==> config.mk <==
export PLATFORM = sky130hd
export DESIGN_NAME = readback_snapshot_sync
export DESIGN_NICKNAME = d
export VERILOG_FILES = /design/src/rtl/readback_snapshot_sync.sv
export SDC_FILE = /design/constraint.sdc
export NUM_CORES = 1
export LEC_CHECK = 0
export BUFFER_PORTS_ARGS = -buffer_cell sky130_fd_sc_hd__buf_2
export CAP_MARGIN = 25
export CORE_MARGIN = 1
export CORE_UTILIZATION = 40
export DETAILED_ROUTE_END_ITERATION = 8
export GPL_TIMING_DRIVEN = 0
export PLACE_DENSITY = 0.69
export RECOVER_POWER = 25
export SYNTH_ARGS = -nofsm -noshare
export SYNTH_HDL_FRONTEND = slang
export SYNTH_SLANG_ARGS = --single-unit
==> constraint.sdc <==
create_clock -name aclk -period 4.1 [get_ports aclk]
set_input_delay 0.41 -clock aclk [delete_from_list [all_inputs] [get_ports aclk]]
set_output_delay 0.41 -clock aclk [all_outputs]
set_load 0.02 [all_outputs]
==> src/rtl/readback_snapshot_sync.sv <==
// rtl/readback_snapshot_sync.sv - request/ack front end that snapshots readback mux A/B words
module readback_snapshot_sync #(
  parameter int unsigned SETTLE_CYCLES  = 4,
  parameter logic [31:0] IDLE_ADDR      = 32'd0,
  parameter bit          RETURN_TO_IDLE = 1'b1
) (
  input  logic        aclk,
  input  logic        reset,
  input  logic [31:0] ps_addr,
  input  logic        ps_req,
  output logic [31:0] config_addr,
  input  logic [31:0] rb_dataA,
  input  logic [31:0] rb_dataB,
  output logic [31:0] snap_dataA,
  output logic [31:0] snap_dataB,
  output logic        ps_ack,
  output logic [15:0] snap_seq,
  output logic        busy
);

  localparam int unsigned EFF_SETTLE = (SETTLE_CYCLES < 2) ? 2 : SETTLE_CYCLES;
  localparam logic [7:0]  CNT_LOAD   = 8'(EFF_SETTLE - 1);

  typedef enum logic {IDLE, SETTLE} state_t;

  state_t      state;
  logic        req_m;
  logic        req_s;
  logic        req_lat;
  logic [7:0]  cnt;
  logic [31:0] last_addr;
  logic [31:0] idle_addr;

  assign idle_addr = RETURN_TO_IDLE ? IDLE_ADDR : last_addr;

  // Pending is a level compare (req_s vs ps_ack), so toggles that land while
  // busy collapse by parity and are picked up on the next IDLE cycle.
  always_ff @(posedge aclk or posedge reset) begin
    if (reset) begin
      state       <= IDLE;
      req_m       <= 1'b0;
      req_s       <= 1'b0;
      req_lat     <= 1'b0;
      cnt         <= 8'd0;
      last_addr   <= IDLE_ADDR;
      config_addr <= IDLE_ADDR;
      snap_dataA  <= 32'd0;
      snap_dataB  <= 32'd0;
      ps_ack      <= 1'b0;
      snap_seq    <= 16'd0;
      busy        <= 1'b0;
    end else begin
      req_m <= ps_req;
      req_s <= req_m;
      case (state)
        IDLE: begin
          if (req_s != ps_ack) begin
            last_addr   <= ps_addr;
            config_addr <= ps_addr;
            req_lat     <= req_s;
            cnt         <= CNT_LOAD;
            busy        <= 1'b1;
            state       <= SETTLE;
          end else begin
            config_addr <= idle_addr;
          end
        end
        SETTLE: begin
          if (cnt == 8'd0) begin
            snap_dataA  <= rb_dataA;
            snap_dataB  <= rb_dataB;
            ps_ack      <= req_lat;
            snap_seq    <= snap_seq + 16'd1;
            busy        <= 1'b0;
            config_addr <= idle_addr;
            state       <= IDLE;
          end else begin
            cnt <= cnt - 8'd1;
          end
        end
      endcase
    end
  end

endmodule

==> metrics.md <==
| Metric | Value |
|---|---|
| Clock share of power | `0.251` |
| Detailed Route WL | `12,490 microns` |
| Register area share after synthesis | `0.6455` |
| Layout cell share with drive strength beyond 1 | `0.2996` |
| Max_cap viols | `1` |
| CP required | `4390 ps` |
| RSZ-0062 raised after global routing | `no` |
| Clk root buf | `clkbuf_16` |
| Commonest non-fill, non-tap cell in the layout | `nand2_1` |
| Fmax | `471.3 MHz` |
| H-tree depth | `4` |
| Hold_sp | `ps_req` |
| CTS tree | `yes` |
| Post-layout util | `0.5685` |
| Clock transition at the registers of the reported paths | `50 ps` |
| Fin. Hold Viols | `0` |
| Netlist area before placement | `4885 sq um` |
| FF-to-FF Start | `cnt[0]` |
| Crit-path max cell delay | `460 ps` |
| Port Buf Inserts | `212` |
| Vias in the first global route | `4,193` |
| Max VDD drop | `0.4522 mV` |
| CTS buffer count | `17` |
| Yosys cell types | `38` |
| Slew headroom | `-0.1335` |
| CP max-delay cell | `nor3b_1` |
| Net count after synthesis | `571` |
| Pwr Total | `5.342 mW` |
| Largest net degree at the start of global routing | `92` |
| Top FF cell, synth | `dfrtp_1` |
| Final period util | `0.5175` |
| Die ar. | `12,660 sq um` |
| Cell Chain, Critical Path | `inv_1 -> ha_1 -> nor3b_1 -> a21oi_1 -> buf_2 -> buf_1 -> a22o_1` |
| Critical Path Start Type | `flop` |
| Global route overflow | `0` |
| Overall routing resource usage | `0.2066` |
| Mapped Cells | `470` |
| # placed instances | `826` |
| Setup Viol. Count Final | `0` |
| Internal Pwr Total | `3.263 mW` |
| CP endpoint kind | `flop` |
| Layout area overhead | `35.73%` |
| Crit path max fanout | `10` |
| Vias post-DR | `4,131` |
| Switching power | `2.078 mW` |
| DRT iter0 DRCs | `222` |
| Status | `finished, violations left` |
| # diodes | `0` |
| Setup CP Type | `reg2reg` |
| Pre-antenna DRT Iters | `4` |
| Synth warn | `0` |
| Crit. Startpoint | `cnt[0]` |
| P_leak | `3.617 nW` |
| Final Max Tran Viols | `36` |
| Commonest cells after routing, fill and taps aside | `213 x nand2_1, 179 x buf_2, 126 x dfrtp_1` |
| Final HPWL from detailed placement | `8998 microns` |
| Register bit total from synthesis | `126` |
| Sw Ratio | `0.3891` |
| Initial core utilization | `0.4188` |
| Site row count | `39` |
| Number of remaining DRC errors | `0` |
| First-pass GRT wire length | `20,140 microns` |
| EDFF count, synth | `0` |
| P per Cell Area | `805.7 nW/um^2` |
| Layout Cells excl Fill | `854` |
| Reg power frac | `0.382` |
| Core area | `11,660 sq um` |
| Routed len/inst | `14.62 microns` |
| Longest Clk Path Bufs | `2` |
| Final Skew | `11.43 ps` |
| Routed Antenna Nets | `0` |
| Global placement routability congestion | `0.7861` |
| Die span in y | `112.5 microns` |
| Worst-margin pin slew | `1691 ps` |
| Fin crit period | `2122 ps` |
| Fraction of registers with async set/reset | `1.000` |
| Top-level I/O count | `213` |
| Worst EP arrival | `2410 ps` |
| Cell taking the most area after synthesis | `dfrtp_1` |
| Syn Area/Cell | `10.39 sq um` |
| Worst Hold Class | `in2reg` |
| Synth top area share | `0.6455` |
| Worst-Skew Late Latency | `410 ps` |
| Initial antenna violation count | `0` |
| Final net count | `804` |
| Die W | `112.5 microns` |
| Gate power share | `0.367` |
| Top cells by area, synth | `dfrtp_1 65%, nand2_1 16%, a22o_1 5.7%` |
| TritonCTS Sinks | `126` |
| Failing checks | `capacitance limit, slew limit` |
| Via-to-Cell Ratio | `4.837` |
## power groups by stage
stage | logic [mW] | clock network [mW] | registers, mW
2_1_floorplan | 0.742 | 0 | 2.58
3_3_place_gp | 1.99 | 0 | 2.03
4_1_cts | 2.05 | 1.38 | 2.04
5_1_grt | 2.14 | 1.42 | 2.11
3_5_place_dp | 2.05 | 0 | 2.04
6_report | 1.96 | 1.34 | 2.04
## path summary, 6_finish.rpt
kind	end	slack (ps)	cells after the start
hold / removal	req_m	100	1
setup / recovery	config_addr[1]	1980	7
hold reg to reg	req_s	350	0
max in group asynchronous	config_addr[23]	2070	4
min in group asynchronous	snap_dataA[13]	980	3
setup reg to reg	config_addr[1]	1980	7
## layout make-up
type	count	area [sq um]
Buffer	23	106.4
Clock buffer	25	485.5
Clock inverter	2	35.03
Fill cell	1069	5032
Inverter	6	23.77
Multi-Input combinational cell	315	1603
Sequential cell	126	3153
Tap cell	143	178.9
Timing Repair Buffer	214	1045
## logic make-up (layout without fill, tap and decap cells)
kind of cell,count (synthesis),in the layout,synth area share
simple gates,253,253,0.2188
flops,126,126,0.6455
compound gates,41,41,0.06942
buf+inv,29,270,0.02638
xor+xnor,16,16,0.02869
mux,3,3,0.006148
fa+ha+maj,2,2,0.005122
## stage by stage
stage	hold slack, ps	setup WS, ps	setup TNS [ps]	area, sq um
CTS	89.97	1947	0	6688
floorplan	331.2	334.1	0	4885
global route	86.89	1786	0	6630
global placement	333.7	-950.4	-118660	6125
finish	104.1	1978	0	6630
detailed placement	336.2	1973	0	6157
## worst max-delay path: cells and delay by family (launching register included)
family / cells / cell delay (ps)
AO/OA/AOI/OAI: 2 / 420
adder cells (fa/ha/maj): 1 / 190
buffers and inverters: 3 / 530
AND/OR/NAND/NOR: 1 / 460
flip-flops: 1 / 400
## registers in the layout, indices dropped and copies added (netlist names), 8 cells and up
name         flops
config_addr     32
snap_dataB      32
snap_seq        16
cnt              8
snap_dataA      32
## repair_timing
action,CTS,global route
setup buffers,0,0
endpoints found under the hold margin,35,0
hold buffers,1,0
resized for setup,0,0
## metal layers
metal | GRT usage | vias to the layer above | part of all wire
met5 | 0 | - | 0
met4 | 0.09956 | 0 | 0.020
met3 | 0.06102 | 20 | 0.050
met2 | 0.3433 | 146 | 0.50
met1 | 0.2465 | 1969 | 0.43
li1 | - | 1996 | -
## Yosys cell counts, drive strengths merged (2+ instances only)
| cell type | count |
|---|---|
| or4b | 2 |
| or2 | 2 |
| and4 | 2 |
| dfrtp | 126 |
| a22o | 32 |
| nor2 | 6 |
| a21oi | 3 |
| and3 | 2 |
| nand3 | 4 |
| xnor2 | 8 |
| and2 | 2 |
| mux2i | 3 |
| nor3 | 3 |
| nand4 | 6 |
| nor4 | 5 |
| ha | 2 |
| inv | 6 |
| xor2 | 8 |
| clkbuf | 9 |
| nand2 | 214 |
| buf | 14 |
Power figures use the tool's default switching activity.
